### src/rtl/seg_scan_ctrl_if.sv
// Bundle between the hex counter datapath and the digit scan scheduler.
// The datapath is the master; the scan controller is the slave that drives the SEG pins.
interface seg_scan_ctrl_if;
   logic [15:0] value;
   logic        update;
   logic [3:0]  digit_en;
   logic [3:0]  dp_en;
   logic        lzb;
   logic [11:0] seg;
   logic        frame_done;

   modport master (
      output value, update, digit_en, dp_en, lzb,
      input  seg, frame_done
   );

   modport slave (
      input  value, update, digit_en, dp_en, lzb,
      output seg, frame_done
   );
endinterface

### src/rtl/seg_scan_ctrl.sv
// Four-digit multiplexed 7-segment scan scheduler with per-slot blanking gap,
// leading-zero blanking and frame-aligned (tear-free) value updates.
module seg_scan_ctrl #(
   parameter int CLK_DIV   = 100000,
   parameter int BLANK_CYC = 1000
) (
   input logic            clk,
   input logic            rst_n,
   seg_scan_ctrl_if.slave bus
);

   localparam int CW = $clog2(CLK_DIV);
   localparam logic [CW-1:0] CNT_LAST = CW'(CLK_DIV - 1);
   localparam logic [CW-1:0] CNT_ON   = CW'(BLANK_CYC);

   localparam logic [0:0] ST_BLANK = 1'b0;
   localparam logic [0:0] ST_ON    = 1'b1;

   logic [CW-1:0] cnt, cnt_next;
   logic [1:0]    idx, idx_next;
   logic [0:0]    phase_next;
   logic [15:0]   shadow, active, active_next;
   logic          pending;
   logic          wrap;
   logic [11:0]   seg_q, seg_next;
   logic          frame_done_q, frame_done_next;
   logic [3:0]    nibble;
   logic          lead_zero;
   logic [3:0]    anodes;

   function automatic logic [6:0] hex7(input logic [3:0] n);
      logic [6:0] s;
      case (n)
         4'h0: s = 7'h40;
         4'h1: s = 7'h79;
         4'h2: s = 7'h24;
         4'h3: s = 7'h30;
         4'h4: s = 7'h19;
         4'h5: s = 7'h12;
         4'h6: s = 7'h02;
         4'h7: s = 7'h78;
         4'h8: s = 7'h00;
         4'h9: s = 7'h10;
         4'hA: s = 7'h08;
         4'hB: s = 7'h03;
         4'hC: s = 7'h46;
         4'hD: s = 7'h21;
         4'hE: s = 7'h06;
         default: s = 7'h0E;
      endcase
      return s;
   endfunction

   always_comb begin
      cnt_next = cnt + CW'(1);
      idx_next = idx;
      if (cnt == CNT_LAST) begin
         cnt_next = '0;
         idx_next = idx + 2'd1;
      end
   end

   // The output register is loaded with the content for the slot position being
   // entered, so SEG lines up with cnt/idx rather than lagging them by a cycle.
   assign wrap            = (idx == 2'd3) && (cnt == CNT_LAST);
   assign active_next     = (wrap && pending) ? shadow : active;
   assign phase_next      = (cnt_next >= CNT_ON) ? ST_ON : ST_BLANK;
   assign frame_done_next = (idx_next == 2'd3) && (cnt_next == CNT_LAST);

   always_comb begin
      nibble = active_next[{idx_next, 2'b00} +: 4];
      anodes = ~(4'b0001 << idx_next);
      case (idx_next)
         2'd1:    lead_zero = bus.lzb && (active_next[15:4] == 12'h000);
         2'd2:    lead_zero = bus.lzb && (active_next[15:8] == 8'h00);
         2'd3:    lead_zero = bus.lzb && (active_next[15:12] == 4'h0);
         default: lead_zero = 1'b0;
      endcase
      seg_next = 12'hFFF;
      if (phase_next == ST_ON && bus.digit_en[idx_next]) begin
         if (lead_zero) begin
            if (bus.dp_en[idx_next]) seg_next = {anodes, 1'b0, 7'h7F};
         end else begin
            seg_next = {anodes, ~bus.dp_en[idx_next], hex7(nibble)};
         end
      end
   end

   // A fresh UPDATE always leaves a pending value, even on the wrap cycle where
   // the previous shadow is the one being transferred.
   always_ff @(posedge clk or negedge rst_n) begin
      if (!rst_n) begin
         cnt          <= '0;
         idx          <= 2'd0;
         shadow       <= 16'h0000;
         active       <= 16'h0000;
         pending      <= 1'b0;
         seg_q        <= 12'hFFF;
         frame_done_q <= 1'b0;
      end else begin
         cnt          <= cnt_next;
         idx          <= idx_next;
         active       <= active_next;
         seg_q        <= seg_next;
         frame_done_q <= frame_done_next;
         if (bus.update) begin
            shadow  <= bus.value;
            pending <= 1'b1;
         end else if (wrap) begin
            pending <= 1'b0;
         end
      end
   end

   assign bus.seg        = seg_q;
   assign bus.frame_done = frame_done_q;

endmodule

### src/flat_wrapper.sv
// flat-port wrapper written by rule: the top's interface ports become plain ports
module seg_scan_ctrl_flat 
#(
   parameter int CLK_DIV   = 100000,
   parameter int BLANK_CYC = 1000
)
  (clk, rst_n, bus_value, bus_update, bus_digit_en, bus_dp_en, bus_lzb, bus_seg, bus_frame_done);
  seg_scan_ctrl_if bus_i ();
  input logic clk;
  input logic rst_n;
  input wire logic [$bits(bus_i.value)-1:0] bus_value;
  input wire logic [$bits(bus_i.update)-1:0] bus_update;
  input wire logic [$bits(bus_i.digit_en)-1:0] bus_digit_en;
  input wire logic [$bits(bus_i.dp_en)-1:0] bus_dp_en;
  input wire logic [$bits(bus_i.lzb)-1:0] bus_lzb;
  output wire logic [$bits(bus_i.seg)-1:0] bus_seg;
  output wire logic [$bits(bus_i.frame_done)-1:0] bus_frame_done;
  assign bus_i.value = bus_value;
  assign bus_i.update = bus_update;
  assign bus_i.digit_en = bus_digit_en;
  assign bus_i.dp_en = bus_dp_en;
  assign bus_i.lzb = bus_lzb;
  assign bus_seg = bus_i.seg;
  assign bus_frame_done = bus_i.frame_done;
  seg_scan_ctrl #(.CLK_DIV(CLK_DIV), .BLANK_CYC(BLANK_CYC)) u_core (.clk(clk), .rst_n(rst_n), .bus(bus_i));
endmodule
### config.mk
export PLATFORM = sky130hd
export DESIGN_NAME = seg_scan_ctrl_flat
export DESIGN_NICKNAME = d
export VERILOG_FILES = /design/src/rtl/seg_scan_ctrl_if.sv /design/src/rtl/seg_scan_ctrl.sv /design/src/flat_wrapper.sv
export SDC_FILE = /design/constraint.sdc
export NUM_CORES = 1
export LEC_CHECK = 0
export CORE_MARGIN = 2
export CORE_UTILIZATION = 25
export DETAILED_ROUTE_END_ITERATION = 10
export GPL_ROUTABILITY_DRIVEN = 0
export PLACE_DENSITY_LB_ADDON = 0.2
export SLEW_MARGIN = 20
export SYNTH_ARGS = -nofsm -noshare
export SYNTH_HDL_FRONTEND = slang
export SYNTH_SLANG_ARGS = --single-unit
### constraint.sdc
create_clock -name clk -period 5.15 [get_ports clk]
set_input_delay 1.03 -clock clk [delete_from_list [all_inputs] [get_ports clk]]
set_output_delay 1.03 -clock clk [all_outputs]
set_load 0.02 [all_outputs]
* After elaboration in Yosys (flattened, before gate mapping) *
Memories as Yosys holds them, arrays and structs flattened.
Index checks and enable logic that the tools add are counted.

word-level totals
  memory bits (read-only) = 112
  register bits after elaboration = 65
  memories kept = 1
  input port bits = 28
  output and inout bits = 13

cells by class
  reductions and logical operators = 11
  equal/unequal tests = 6
  shift-type cells = 2
  mux-type cells = 14
  $add $sub $neg = 2
  magnitude comparators = 2
  bitwise gates (word level) = 2

memory list
  name              words  width  rd ports  clocked after Yosys merged registers in  wr ports  line                 text
  (name not given)  16     7      1         0                                        0         seg_scan_ctrl.sv:33  case (n)

operator list
  operator                                                     count
  two-way mux 12 bit                                           3
  equality test 17 bit (second input constant)                 2
  adder 17 x 1 -> 17 bit (second input constant)               1
  >= comparator 17 x 10 -> 1 bit (second input constant)       1
  two-way mux 17 bit                                           1
  two-way mux 16 bit                                           1
  indexed part select 16 x 5 -> 4 bit                          1
  logical NOT 12 bit                                           1
  logical NOT 8 bit                                            1
  logical AND 1 bit                                            7
  equality test 2 bit (second input constant)                  3
  two-way mux 1 bit                                            5
  binary-select mux 1 bit (select 2 bit)                       2
  logical NOT 4 bit                                            1
  NOT 4 bit                                                    1
  << shifter 1 x 2 -> 4 bit (first input constant)             1
  less-than comparator 2 x 3 -> 1 bit (second input constant)  1
  case mux 1 bit (3 select lines)                              1
  adder 2 x 1 -> 2 bit (second input constant)                 1
  equality test 2 x 1 -> 1 bit (second input constant)         1
  two-way mux 2 bit                                            1
  nonzero test 2 bit                                           1
  NOT 1 bit                                                    1

* Longest topological paths before layout *
  word-level depth = 9
  gate-level depth with buffers = 14
  depth with buffers taken out = 13

* Worst setup path after synthesis *
No wires, ideal clock.

  kind = reg2reg
  start = reg u_core.cnt[11]
  end = reg u_core.seg_q[3] (netlist: u_core.bus.seg[3])
  slack = 1595 ps
  path buffers = 2
  data arrival time = 3475 ps
  stages on the path, launching flop included = 15
  period minus slack after synthesis = 3555 ps
  path through = dfrtp_1 > buf_6 > or4b_4 > or4_4 > buf_6 > mux2i_4 > inv_2 > nor2_1 > a22oi_1 > and3_1 > inv_1 > ha_1 > inv_1 > mux4_1 > nand2b_1

RTL lines
  item                                                            line                                      text
  start, declared                                                 seg_scan_ctrl.sv:19                       logic [CW-1:0] cnt, cnt_next;
  start signal, assigned                                          seg_scan_ctrl.sv:101                      cnt <= cnt_next;
  equality test 17 bit (*)                                        seg_scan_ctrl.sv:57                       if (cnt == CNT_LAST) begin
  two-way mux 2 bit (*)                                           seg_scan_ctrl.sv:57
  via u_core.idx_next[1]                                          seg_scan_ctrl.sv:20                       logic [1:0] idx, idx_next;
  indexed part select 16 x 5 -> 4 bit (tied with other cells)     seg_scan_ctrl.sv:71                       nibble = active_next[{idx_next, 2'b00} +: 4];
  memory (16 x 7 bit) (tied with other cells)                     --
  two-way mux 12 bit / logical AND 1 bit (equally long branches)  seg_scan_ctrl.sv:81, seg_scan_ctrl.sv:80
  two-way mux 12 bit (*)                                          seg_scan_ctrl.sv:80                       if (phase_next == ST_ON && bus.digit_en[idx_next]) begin
  via u_core.seg_next[3]                                          seg_scan_ctrl.sv:25                       logic [11:0] seg_q, seg_next;
  end signal, assigned                                            seg_scan_ctrl.sv:104                      seg_q <= seg_next;
  end, declared                                                   seg_scan_ctrl.sv:25

The timed path passes the listed nets; every way through them passes the cells marked *. The select of a mux whose other input is x is not followed.
A chain may end at the register's enable or synchronous reset.

* Worst setup path after layout *
  start = reg u_core.cnt[0]
  end = reg u_core.seg_q[3] (netlist: u_core.bus.seg[3])

The elaborated chain is that of the path after synthesis.

==> summary.log <==
[cts] Post-CTS Hold Fix Bufs 0
[hold_path] kind of path behind the tightest hold check register to register
[logic_synthesis] combinational family with the most area after synthesis multiplexers
[global_routing] number of antenna violations at the first check in global routing 0
[die] number of rows in the core area 43
[drt] total iterations of the first detailed-routing run 4
[die] Die Area 0.0154 mm2
[logic_synthesis] cell type contributing the most total cell area after synthesis sky130_fd_sc_hd__dfrtp_1
[die] Core Footprint 0.0140 mm2
[die] top-level I/O count 41
[place] count of input and output buffers 40
[setup_path] type of the worst setup path register to register
[run] Max Cap Violations 0
[logic_synthesis] syn nets 332
[logic_synthesis] top area cells in the synthesized netlist sky130_fd_sc_hd__dfrtp_1 (37%), sky130_fd_sc_hd__mux2_2 (11%), sky130_fd_sc_hd__dfstp_2 (8.8%)
[cts] number of cells upsized or downsized after cts 0
[drt] number of design rule violations left after detail routing 0
[logic_synthesis] flip-flop and latch count after synthesis 65
[timing] Final Setup Violations 0
[global_routing] number of global-route vias before repair 2572
[timing] max-slew headroom at the worst pin 42.7%
[timing] worst-margin pin slew 857 ps
[cts] clock tree sinks 65
[global_routing] overall track demand over capacity in global routing 12.0%
[logic_synthesis] proportion of synthesized chip area in sequential cells 45.6%
[layout] fraction of the core area covered by cells at the end of the flow 31.7%
[logic_synthesis] number of warnings printed during yosys synthesis 0
[setup_path] Largest delay share family, worst path simple AND/OR/NAND/NOR gates
[setup_path] data arrival time at the worst-slack endpoint 4210 ps
[setup_path] type of destination of the critical path register
[global_routing] maximum number of pins on one net before global-route repair 48
[layout] layout net count 373
[cts] H-tree depth 3
[timing] Sum Neg Setup Slack 0 ps
[timing] post-route fraction of the period consumed by the critical path 76.6%
[cts] clock tree from TritonCTS built
[drt] Vias/cell 4.73
[drt] Iter 0 DRT Violations 163
[logic_synthesis] complex-gate fraction of the synthesized area 6.32%
[status] outcome finished clean
[timing] worst hold margin 500 ps
[cts] TritonCTS buffer count 9
[die] die height 124 um
[layout] sequential cell area 0.00164 mm2
[power] total power 1.16 mW
[cts] clock root buffer master sky130_fd_sc_hd__clkbuf_16
[cts] maximum buffer depth of the clock tree 2
[logic_synthesis] Post-Synth Adder-Cell Area 3.33%
[setup_path] required time of the worst setup path 5410 ps
[die] die boundary width 124 um
[logic_synthesis] combined area of all synthesized cells 0.00360 mm2
[logic_synthesis] dominant synthesized flop cell sky130_fd_sc_hd__dfrtp_1
[timing] unrepaired setup endpoints after global routing no
[logic_synthesis] Synth Area in XOR/XNOR 3.65%
[power] Static Leakage 1.88 nW
[cts] number of post-CTS setup repair buffers 0
[setup_path] CP max stage cell sky130_fd_sc_hd__or4_4
[setup_path] startpoint type of the worst setup path register
[layout] share of layout cells above drive strength 1 24.0%
[timing] highest clock rate 254 MHz
[drt] mean routed wirelength per cell 16.0 um
[timing] max-slew violations 0
[drt] Post-Route WL 8370 um
[layout] synth-to-layout area growth 22.9%
[cts] clock network latency to the later pin of the worst-skew pair 330 ps
[setup_path] critical path, cell by cell ha_1 -> nand4_1 -> or4_4 -> mux2i_4 -> inv_2 -> nor2_1 -> a22oi_1 -> and3_1 -> inv_1 -> ha_1 -> inv_1 -> mux4_1 -> nand2b_1
[layout] number of filler cells placed in the layout 1426
[setup_path] Buf+Inv Stages, Crit Path 3
[setup_path] R2R Setup Slk 1210 ps
[timing] min cycle time layout 3940 ps
[layout] footprint of the multi-input gates 0.00183 mm2
[die] effective utilization at floorplan 25.8%
[layout] antenna fix cells 0
[setup_path] crit path max fanout 12
[drt] final antenna-violating net count 0
[logic_synthesis] area fraction in and, or, nand and nor cells after synthesis 13.9%
[global_routing] global-route wire length before repair 13900 um
[power] areal power density over the cells 261 mW/mm2
[place] half-perimeter wire length after detailed placement 6060 um
[drt] routed via count 2471
[timing] Layout Skew 6.15 ps
[layout] Non-Filler Cell Area, Final 0.00443 mm2
[logic_synthesis] fraction of synthesized cell area taken by the top area cell type 36.8%
[cts] Clock Pin Slew Worst Setup and Hold Paths 60 ps
[logic_synthesis] cell count after synthesis 296
[logic_synthesis] count of cell types in the netlist 56
[logic_synthesis] number of flops mapped to enable cells by yosys 0
[setup_path] maximum cell stage delay along the critical path 770 ps
[global_routing] GR Overflow Total 0
[power] highest ir drop seen on vdd 0.156 mV
[logic_synthesis] average size of a mapped cell 12.2 um2
[place] Placed Instance Area 0.00416 mm2
[logic_synthesis] share of synthesized area spent on multiplexers 23.5%
[timing] final hold violation count 0
[logic_synthesis] share of synthesized flip-flops with an asynchronous set or reset 100%
synth_stat cells, types with 2 or more instances:
| cell | instances |
|---|---|
| sky130_fd_sc_hd__mux2_2 | 36 |
| sky130_fd_sc_hd__dfstp_2 | 12 |
| sky130_fd_sc_hd__clkbuf_1 | 6 |
| sky130_fd_sc_hd__ha_1 | 8 |
| sky130_fd_sc_hd__nor3_1 | 6 |
| sky130_fd_sc_hd__o211ai_1 | 5 |
| sky130_fd_sc_hd__mux4_2 | 7 |
| sky130_fd_sc_hd__xnor2_1 | 9 |
| sky130_fd_sc_hd__o21ai_0 | 2 |
| sky130_fd_sc_hd__or4_1 | 2 |
| sky130_fd_sc_hd__dfrtp_1 | 53 |
| sky130_fd_sc_hd__and3_1 | 3 |
| sky130_fd_sc_hd__nor2_1 | 12 |
| sky130_fd_sc_hd__xor2_1 | 6 |
| sky130_fd_sc_hd__inv_1 | 12 |
| sky130_fd_sc_hd__nand3_1 | 14 |
| sky130_fd_sc_hd__o21a_1 | 3 |
| sky130_fd_sc_hd__o221ai_1 | 4 |
| sky130_fd_sc_hd__nand2_1 | 11 |
| sky130_fd_sc_hd__nand4_1 | 4 |
| sky130_fd_sc_hd__mux2i_4 | 2 |
| sky130_fd_sc_hd__a21oi_1 | 4 |
| sky130_fd_sc_hd__nand3b_1 | 2 |
| sky130_fd_sc_hd__mux2i_2 | 3 |
| sky130_fd_sc_hd__or3_1 | 7 |
| sky130_fd_sc_hd__inv_2 | 2 |
| sky130_fd_sc_hd__a31oi_1 | 3 |
| sky130_fd_sc_hd__maj3_1 | 2 |
| sky130_fd_sc_hd__nor4_1 | 7 |
| sky130_fd_sc_hd__nor4b_1 | 3 |
| sky130_fd_sc_hd__buf_6 | 3 |
| sky130_fd_sc_hd__mux2i_1 | 17 |
| sky130_fd_sc_hd__buf_1 | 2 |
| sky130_fd_sc_hd__and2_1 | 2 |
per-layer routing:
layer	vias to the layer above	GRT usage (%)	share of wire (%)
met2	42	16.7	42
met4	0	4.00	0.98
met5	-	0	0
met1	1234	17.6	53
li1	1190	-	-
met3	5	3.57	3.6
cell usage in the layout, fill, tap and decap left out, types with 5 or more instances in the layout:
master,instances
sky130_fd_sc_hd__mux4_2,7
sky130_fd_sc_hd__mux2_2,36
sky130_fd_sc_hd__nand2_1,11
sky130_fd_sc_hd__xor2_1,6
sky130_fd_sc_hd__dfstp_2,12
sky130_fd_sc_hd__dfrtp_1,53
sky130_fd_sc_hd__xnor2_1,9
sky130_fd_sc_hd__o211ai_1,5
sky130_fd_sc_hd__clkbuf_16,9
sky130_fd_sc_hd__nand3_1,14
sky130_fd_sc_hd__inv_1,12
sky130_fd_sc_hd__ha_1,8
sky130_fd_sc_hd__nor2_1,12
sky130_fd_sc_hd__clkbuf_1,5
sky130_fd_sc_hd__or3_1,7
sky130_fd_sc_hd__mux2i_1,17
sky130_fd_sc_hd__nor4_1,7
sky130_fd_sc_hd__nor3_1,6
sky130_fd_sc_hd__clkdlybuf4s50_1,39
path summary, 6_finish.rpt:
| kind | start | to | depth (start not counted) |
|---|---|---|---|
| worst max-delay path | u_core.cnt[0] | u_core.bus.seg[3] | 13 |
| worst max register to register | u_core.cnt[0] | u_core.bus.seg[3] | 13 |
| worst min register to register | u_core.cnt[0] | u_core.cnt[0] | 1 |
| max in group asynchronous | rst_n | u_core.cnt[10] | 2 |
| min in group asynchronous | rst_n | u_core.active[8] | 1 |
| worst min-delay path | u_core.cnt[0] | u_core.cnt[0] | 1 |
cells by family after synthesis:
| group | Yosys count |
|---|---|
| xor+xnor | 15 |
| simple gates | 84 |
| compound gates | 30 |
| flops | 65 |
| fa+ha+maj | 10 |
| buf+inv | 26 |
| mux | 66 |
power breakdown:
group	leakage [nW]	internal (mW)	total, mW	switching (mW)
sequential	0.811	0.524	0.538	0.0131
clock	0.131	0.353	0.566	0.213
combinational	0.935	0.0333	0.0540	0.0206
through the flow:
stage               worst slack, ps  std cells
floorplan                      1590        296
global placement               1360        506
detailed placement             1240        506
CTS                            1220        522
global route                    925        522
finish                         1210        522
sequential cells by signal (all words and copies together), names as in the netlist:
signal,count
u_core.idx,2
u_core.shadow,16
u_core.bus.frame_done,1
u_core.active,16
u_core.pending,1
u_core.bus.seg,12
u_core.cnt,17
cell type report:
class	count	share of cell area, %
Clock buffer	16	6.13
Inverter	14	1.19
Multi-Input combinational cell	205	41.2
Sequential cell	65	37.1
Tap cell	180	5.08
Timing Repair Buffer	42	9.32
worst reg2reg max path, cell delays in order, from the launching register on:
cell and delay [ps]:
sky130_fd_sc_hd__dfrtp_1 390, sky130_fd_sc_hd__ha_1 280, sky130_fd_sc_hd__nand4_1 280, sky130_fd_sc_hd__or4_4 770, sky130_fd_sc_hd__mux2i_4 260, sky130_fd_sc_hd__inv_2 190, sky130_fd_sc_hd__nor2_1 90, sky130_fd_sc_hd__a22oi_1 270
sky130_fd_sc_hd__and3_1 300, sky130_fd_sc_hd__inv_1 110, sky130_fd_sc_hd__ha_1 290, sky130_fd_sc_hd__inv_1 50, sky130_fd_sc_hd__mux4_1 460, sky130_fd_sc_hd__nand2b_1 150
(Power assumes the default switching activity.)
